<file path="src/rtl/uart_reg_responder.sv">
// UART command responder: decodes 'W'/'R' frames into register-port accesses.
// Define UART_RESP_CHECKSUM_EN for XOR-checked frames and two-byte responses.
module uart_reg_responder #(
  parameter int ADDR_W      = 4,
  parameter int TIMEOUT_CYC = 100000
) (
  input  logic              clk,
  input  logic              rst,
  input  logic [7:0]        rx_data,
  input  logic              rx_done,
  input  logic              tx_busy,
  output logic              tx_start,
  output logic [7:0]        tx_data,
  output logic [ADDR_W-1:0] reg_addr,
  output logic [7:0]        reg_wdata,
  output logic              reg_wr_en,
  input  logic [7:0]        reg_rdata,
  output logic              cmd_err
);

  localparam int TW = $clog2(TIMEOUT_CYC + 1);
  localparam logic [TW-1:0] TMO_MAX = TW'(TIMEOUT_CYC - 1);

  localparam logic [7:0] OP_W  = 8'h57;
  localparam logic [7:0] OP_R  = 8'h52;
  localparam logic [7:0] RSP_K = 8'h4B;
  localparam logic [7:0] RSP_E = 8'h45;

  typedef enum logic [2:0] {
    IDLE,
    GET_ADDR,
    GET_DATA,
`ifdef UART_RESP_CHECKSUM_EN
    GET_CSUM,
`endif
    EXEC,
    SEND,
    WAIT_HI,
    WAIT_LO
  } state_e;

  state_e            state_q, state_d;
  logic              wr_q, wr_d;
  logic              err_q, err_d;
  logic [7:0]        txd_q, txd_d;
  logic [ADDR_W-1:0] addr_q, addr_d;
  logic [7:0]        wdat_q, wdat_d;
  logic [TW-1:0]     tmo_q, tmo_d;
  logic              waiting;
  logic              tmo_hit;
  logic              addr_bad;
  state_e            after_data;
`ifdef UART_RESP_CHECKSUM_EN
  logic [7:0]        csum_q, csum_d;
  logic              pend_q, pend_d;
`endif

  always_ff @(posedge clk or negedge rst) begin
    if (!rst) begin
      state_q <= IDLE;
      wr_q    <= 1'b0;
      err_q   <= 1'b0;
      txd_q   <= '0;
      addr_q  <= '0;
      wdat_q  <= '0;
      tmo_q   <= '0;
`ifdef UART_RESP_CHECKSUM_EN
      csum_q  <= '0;
      pend_q  <= 1'b0;
`endif
    end else begin
      state_q <= state_d;
      wr_q    <= wr_d;
      err_q   <= err_d;
      txd_q   <= txd_d;
      addr_q  <= addr_d;
      wdat_q  <= wdat_d;
      tmo_q   <= tmo_d;
`ifdef UART_RESP_CHECKSUM_EN
      csum_q  <= csum_d;
      pend_q  <= pend_d;
`endif
    end
  end

  always_comb begin
    waiting = (state_q == GET_ADDR) || (state_q == GET_DATA);
`ifdef UART_RESP_CHECKSUM_EN
    waiting = waiting || (state_q == GET_CSUM);
    after_data = GET_CSUM;
`else
    after_data = EXEC;
`endif
    tmo_hit  = waiting && (tmo_q == TMO_MAX);
    addr_bad = (rx_data >> ADDR_W) != 8'h00;
  end

  always_comb begin
    state_d = state_q;
    wr_d    = wr_q;
    err_d   = 1'b0;
    txd_d   = txd_q;
    addr_d  = addr_q;
    wdat_d  = wdat_q;
    tmo_d   = tmo_q;
`ifdef UART_RESP_CHECKSUM_EN
    csum_d  = csum_q;
    pend_d  = pend_q;
`endif
    if (rx_done) begin
      tmo_d = '0;
    end else if (waiting && tmo_q != TMO_MAX) begin
      tmo_d = tmo_q + TW'(1);
    end

    unique case (state_q)
      IDLE: begin
        if (rx_done) begin
`ifdef UART_RESP_CHECKSUM_EN
          csum_d = rx_data;
`endif
          if (rx_data == OP_W || rx_data == OP_R) begin
            wr_d    = (rx_data == OP_W);
            tmo_d   = '0;
            state_d = GET_ADDR;
          end else begin
            err_d   = 1'b1;
            txd_d   = RSP_E;
            state_d = SEND;
          end
        end
      end
      GET_ADDR: begin
        if (tmo_hit) begin
          err_d   = 1'b1;
          state_d = IDLE;
        end else if (rx_done) begin
          addr_d = rx_data[ADDR_W-1:0];
`ifdef UART_RESP_CHECKSUM_EN
          csum_d = csum_q ^ rx_data;
`endif
          if (addr_bad) begin
            err_d   = 1'b1;
            txd_d   = RSP_E;
            state_d = SEND;
          end else if (wr_q) begin
            state_d = GET_DATA;
          end else begin
            state_d = after_data;
          end
        end
      end
      GET_DATA: begin
        if (tmo_hit) begin
          err_d   = 1'b1;
          state_d = IDLE;
        end else if (rx_done) begin
          wdat_d  = rx_data;
`ifdef UART_RESP_CHECKSUM_EN
          csum_d  = csum_q ^ rx_data;
`endif
          state_d = after_data;
        end
      end
`ifdef UART_RESP_CHECKSUM_EN
      GET_CSUM: begin
        if (tmo_hit) begin
          err_d   = 1'b1;
          state_d = IDLE;
        end else if (rx_done) begin
          if (rx_data == csum_q) begin
            state_d = EXEC;
          end else begin
            err_d   = 1'b1;
            txd_d   = RSP_E;
            state_d = SEND;
          end
        end
      end
`endif
      EXEC: begin
        txd_d   = wr_q ? RSP_K : reg_rdata;
`ifdef UART_RESP_CHECKSUM_EN
        pend_d  = 1'b1;
`endif
        state_d = SEND;
      end
      SEND: state_d = WAIT_HI;
      WAIT_HI: begin
        if (tx_busy) state_d = WAIT_LO;
      end
      WAIT_LO: begin
        if (!tx_busy) begin
          state_d = IDLE;
`ifdef UART_RESP_CHECKSUM_EN
          // successful responses are followed by their complement byte
          if (pend_q) begin
            pend_d  = 1'b0;
            txd_d   = txd_q ^ 8'hFF;
            state_d = SEND;
          end
`endif
        end
      end
      default: state_d = IDLE;
    endcase
  end

  assign tx_start  = (state_q == SEND);
  assign reg_wr_en = (state_q == EXEC) && wr_q;
  assign tx_data   = txd_q;
  assign reg_addr  = addr_q;
  assign reg_wdata = wdat_q;
  assign cmd_err   = err_q;

endmodule

</file>
<file path="config.mk">
export PLATFORM = sky130hd
export DESIGN_NAME = uart_reg_responder
export DESIGN_NICKNAME = d
export VERILOG_FILES = /design/src/rtl/uart_reg_responder.sv
export SDC_FILE = /design/constraint.sdc
export NUM_CORES = 1
export LEC_CHECK = 0
export CORE_UTILIZATION = 55
export DETAILED_ROUTE_END_ITERATION = 7
export PLACE_DENSITY_LB_ADDON = 0.15
export SYNTH_ARGS = -nofsm -noshare
export SYNTH_HDL_FRONTEND = slang
export SYNTH_SLANG_ARGS = --single-unit
export TNS_END_PERCENT = 20
</file>
<file path="constraint.sdc">
create_clock -name clk -period 3.4 [get_ports clk]
set_input_delay 0.34 -clock clk [delete_from_list [all_inputs] [get_ports clk]]
set_output_delay 0.34 -clock clk [all_outputs]
set_load 0.01 [all_outputs]
</file>
After elaboration in Yosys (flattened, before gate mapping)
Index checks and enable logic that the tools add are counted.

Register bits: 42. Bits of input ports: 20. Output and inout bits: 23. Logic and storage cells: 71.

$add $sub $neg: 1. Equality and inequality tests: 19. Muxes and demuxes: 30. Bitwise operators: 1. Reductions and logical operators: 13.

Operators by type and width (count): two-way mux 17 bit (5); two-way mux 8 bit (6); two-way mux 3 bit (9); one-hot mux 8 bit (3 select lines) (1); one-hot mux 3 bit (7 select lines) (1); adder 17 x 1 -> 17 bit, second input constant (1); == test 17 bit, second input constant (1); inequality test 17 bit, second input constant (1); == test 8 x 7 -> 1 bit, second input constant (2); inequality test 2 bit, second input constant (7); == test 3 bit, second input constant (3); AND reduction 3 bit (3); nonzero test 8 bit (1); two-way mux 1 bit (7); == test 3 x 2 -> 1 bit, second input constant (2); inequality test 3 bit, second input constant (2); AND reduction 6 bit (1); AND reduction 5 bit (1); == test 3 x 1 -> 1 bit, second input constant (1); logical AND 1 bit (3); logical NOT 3 bit (1); one-hot mux 1 bit (3 select lines) (1); nonzero test 3 bit (1); logical OR 1 bit (2); inverter 1 bit (1).

Depth between registers and ports, before layout
Depth after elaboration: 8. Mapped depth: 7. Depth with buffers taken out: 6.

Worst setup path after synthesis
Ideal clock, no wire load.

Path type: reg2reg. From: register tmo_q[0]. To: register wdat_q[0], in the netlist reg_wdata[0]. Library setup time: 125 ps. Arrival: 1613 ps. Required time: 3275 ps. Path slack: 1663 ps. Cell stages (with the launch flop): 7. Path buffers: 0. Clock period less this slack: 1737 ps. Cell sequence: dfrtp_1 -> ha_1 -> and4_1 -> nand4_1 -> and2_1 -> nand3_2 -> mux2_2.

Word-level cells in the longest chain between the ends: 4.

RTL lines: start: declaration (line 48) `logic [TW-1:0] tmo_q, tmo_d;`; start signal: assignment (line 78) `tmo_q <= tmo_d;`; == test 17 bit (line 94) `tmo_hit = waiting && (tmo_q == TMO_MAX);`; logical AND 1 bit (line 94); inverter 1 bit (no line); AND reduction 3 bit (no line); end signal: assignment (line 77) `wdat_q <= wdat_d;`; end: declaration (line 47) `logic [7:0] wdat_q, wdat_d;`.

Every way passes these cells. A chain may end at the register's enable or synchronous reset.

Worst setup path after layout
From: register state_q[0]. To: output port reg_wr_en.

Word-level cells in the longest chain between the ends: 2.

RTL lines: start: declaration (line 42) `state_e state_q, state_d;`; start signal: assignment (line 72) `state_q <= state_d;`; == test 3 x 2 -> 1 bit (line 210) `assign reg_wr_en = (state_q == EXEC) && wr_q;`; logical AND 1 bit (line 210); end: declaration (line 16) `output logic reg_wr_en,`.

Every way passes these cells.

==> results.toml <==
[pwr]
power.density_nw_per_um2 = 610
total_leakage_power_nw = 1.14
max-vdd-ir-drop_mv = 0.380
total_power_mw = 1.68

[synth]
yosys.cell_count.top_type = "sky130_fd_sc_hd__dfrtp_1"
synthDominantCellAreaShare_pct = 47.5
synth_largest_area_cell = "sky130_fd_sc_hd__dfrtp_1"
synthesized_instance_count = 208
postSynth.asyncResetShare_pct = 100
ys_types = 52
synth_edf_count = 0
sequential_area_share_after_synthesis_pct = 47.5
synth_common_cells = "42 x sky130_fd_sc_hd__dfrtp_1, 25 x sky130_fd_sc_hd__nor2_1, 17 x sky130_fd_sc_hd__xor2_1"
synth_warnings = 0
synthesis.nets = 229
synthesis.area_per_instance_sq_um = 10.6
synth-seq-cells = 42
cells_taking_the_most_area_after_synthesis = "sky130_fd_sc_hd__dfrtp_1 47%, sky130_fd_sc_hd__xor2_1 6.7%, sky130_fd_sc_hd__mux2_2 6.1%"
ys.flop_type = "sky130_fd_sc_hd__dfrtp_1"
netlist_area_sq_um = 2210

[timing]
slew_headroom_pct = 39.8
final.min_clock_period_ns = 2.54
final_hold_viol_count = 0
tightest_slew_ns = 0.904
timing_max_transition_violations_final = 0
hold_slack_ns = 0.170
grt_setup_unrepaired = "no"
fin_skew_ns = 0.00478
fin_ws_ns = 0.857
finalSetupViolations = 0
setup_total_negative_slack_ns = 0
timing.final.crit_share_pct = 74.8
max_freq_mhz = 393

[floorplanning]
dieArea_sq_um = 4280
io-pin-count = 43
die_height_um = 65.5
row_count = 22
chipWidth_um = 65.5
start_util_pct = 58.7
coreArea_sq_um = 3770

[clocking]
cts_tree = "done"
hold_fix_buffers_at_cts = 0
cts-buffers-inserted = 5
clock_latency_ns = 0.29
cts-root-buf = "sky130_fd_sc_hd__clkbuf_8"
clock-sinks = 42
clkTransAtPathRegs_ns = 0.08
post_cts.resized_instances = 0
cts-root-to-sink-buffers = 2
htree_levels = 2
cts_setup_buffers = 0

[grt]
number_of_global_route_vias_before_repair = 1604
grt_antenna_before_repair = 0
globalRouteOverflowTotal = 0
grt_start_max_net_pins = 43
grt_first_pass_wirelength_mm = 7.69
grt.total_usage_pct = 24.2

[worst_setup_path]
worstPathRequired_ns = 3.06
crit_path_start_kind = "flip-flop"
reg2reg_setup_slack_ns = 1.34
crit_slowest_cell = "sky130_fd_sc_hd__dfrtp_1"
crit_arrival_ns = 2.20
worst-r2r-cell-count = 7
crit-reg2reg-launch = "tmo_q[0]"
critPathLaunch = "state_q[0]"
worst_r2r_endpoint = "reg_wdata[2]"
worstPathCellList = "nand2_1, nor2_1, and2_1, clkdlybuf4s50_1"
crit_path_end_kind = "output pin"
cp_slowest_stage_delay_ns = 0.70
critical_path_class = "reg2out"
critical_path_peak_fanout = 16
termination_of_the_worst_setup_path = "reg_wr_en"

[place]
dp.final_hpwl_mm = 3.15
pre_cts_ws_ns = 1.19
port-buffer-count = 42
global_placer_s_final_weighted_congestion = 0.784

[detailed_routing]
detailroute.via_count = 1740
detailedRoute.firstPassIterationCount = 5
final_antenna_net_count = 0
detail_route.wirelength_mm = 4.61
wl_per_cell_um = 15.4
drc = 0
routed_via_density = 5.80
drt_iter0_drc = 189

[layout]
final_core_utilization_pct = 73.3
syn_to_final_growth_pct = 24.7
drive_above_1_share_pct = 14.3
layout.filler_cells = 297
nets = 272
diodes = 0

[outcome]
result_of_the_run = "finished, final reports clean"

[min_path]
min-delay-path-class = "in2async"

[job]
cap_violations = 0
worst min-delay path by stage:
stage                             from            to  slack (ns)  cells past startpoint
after floorplan                    rst       cmd_err        0.04                      0
after global placement     reg_addr[0]   reg_addr[0]        0.49                      1
after detailed placement  reg_wdata[1]  reg_wdata[1]        0.49                      1
after CTS                          rst      tmo_q[6]        0.21                      1
after global routing               rst    tx_data[1]        0.26                      1
final                              rst    state_q[2]        0.17                      1
metrics by stage:
stage	cells	cell area, sq um
2_1_floorplan	208	2210
3_3_place_gp	292	2670
3_5_place_dp	292	2670
4_1_cts	300	2760
5_1_grt	300	2760
6_report	300	2760
placed cells by master, fill, tap and decap left out, types with 2 or more instances in the layout:
cell	count
sky130_fd_sc_hd__dfrtp_1	42
sky130_fd_sc_hd__clkdlybuf4s50_1	41
sky130_fd_sc_hd__nor2_1	25
sky130_fd_sc_hd__xor2_1	17
sky130_fd_sc_hd__mux2_2	12
sky130_fd_sc_hd__nand3_1	11
sky130_fd_sc_hd__nand2_1	10
sky130_fd_sc_hd__and2_1	6
sky130_fd_sc_hd__nand4_1	6
sky130_fd_sc_hd__clkbuf_8	6
sky130_fd_sc_hd__inv_1	5
sky130_fd_sc_hd__a22o_1	5
sky130_fd_sc_hd__and3_1	4
sky130_fd_sc_hd__nand4b_1	4
sky130_fd_sc_hd__a21oi_1	3
sky130_fd_sc_hd__nor3_1	3
sky130_fd_sc_hd__o21ai_0	3
sky130_fd_sc_hd__o22ai_1	3
sky130_fd_sc_hd__nand2b_4	2
sky130_fd_sc_hd__and4_1	2
sky130_fd_sc_hd__nor4_2	2
sky130_fd_sc_hd__a211oi_1	2
sky130_fd_sc_hd__a31oi_1	2
sky130_fd_sc_hd__o22a_1	2
sky130_fd_sc_hd__o21ai_1	2
sky130_fd_sc_hd__a21o_1	2
sky130_fd_sc_hd__buf_4	2
layer usage:
| metal | vias up | part of all wire [%] | global-route usage, % |
|---|---|---|---|
| li1 | 852 | - | - |
| met1 | 831 | 49 | 33.3 |
| met2 | 49 | 46 | 37.2 |
| met3 | 8 | 4.3 | 6.25 |
| met4 | 0 | 1.2 | 7.88 |
| met5 | - | 0 | 0 |
cell type report:
class / count / area (sq um) / share of cell area, %
sequential: 42 / 1050 / 38.0
timing repair buffer: 44 / 430 / 15.6
clock inverter: 1 / 5.00 / 0.181
multi-input combinational: 153 / 1110 / 40.2
inverter: 5 / 18.8 / 0.679
clock buffer: 7 / 86.3 / 3.12
tap: 48 / 60.1 / 2.17
cells by family after synthesis:
| group | count (synthesis) | share of synthesized area, % |
|---|---|---|
| compound gates | 35 | 12.6 |
| xor+xnor | 17 | 6.72 |
| fa+ha+maj | 2 | 1.02 |
| buf+inv | 13 | 2.37 |
| flops | 42 | 47.5 |
| mux | 13 | 6.55 |
| simple gates | 86 | 23.3 |
flip-flops by register name, summed over array words and instances (netlist names):
name / flops
cmd_err: 1
tx_data: 8
tmo_q: 17
wr_q: 1
state_q: 3
reg_wdata: 8
reg_addr: 4
worst max-delay path: cells and delay by family (launching register included):
| kind | cells | cell delay (ns) |
|---|---|---|
| and+or+nand+nor | 3 | 0.68 |
| buffers and inverters | 1 | 0.53 |
| DFF | 1 | 0.70 |
power breakdown:
group | switching, mW | internal, mW
Sequential | 0.125 | 0.609
Combinational | 0.265 | 0.358
Clock | 0.164 | 0.164
Power figures use the tool's default switching activity.
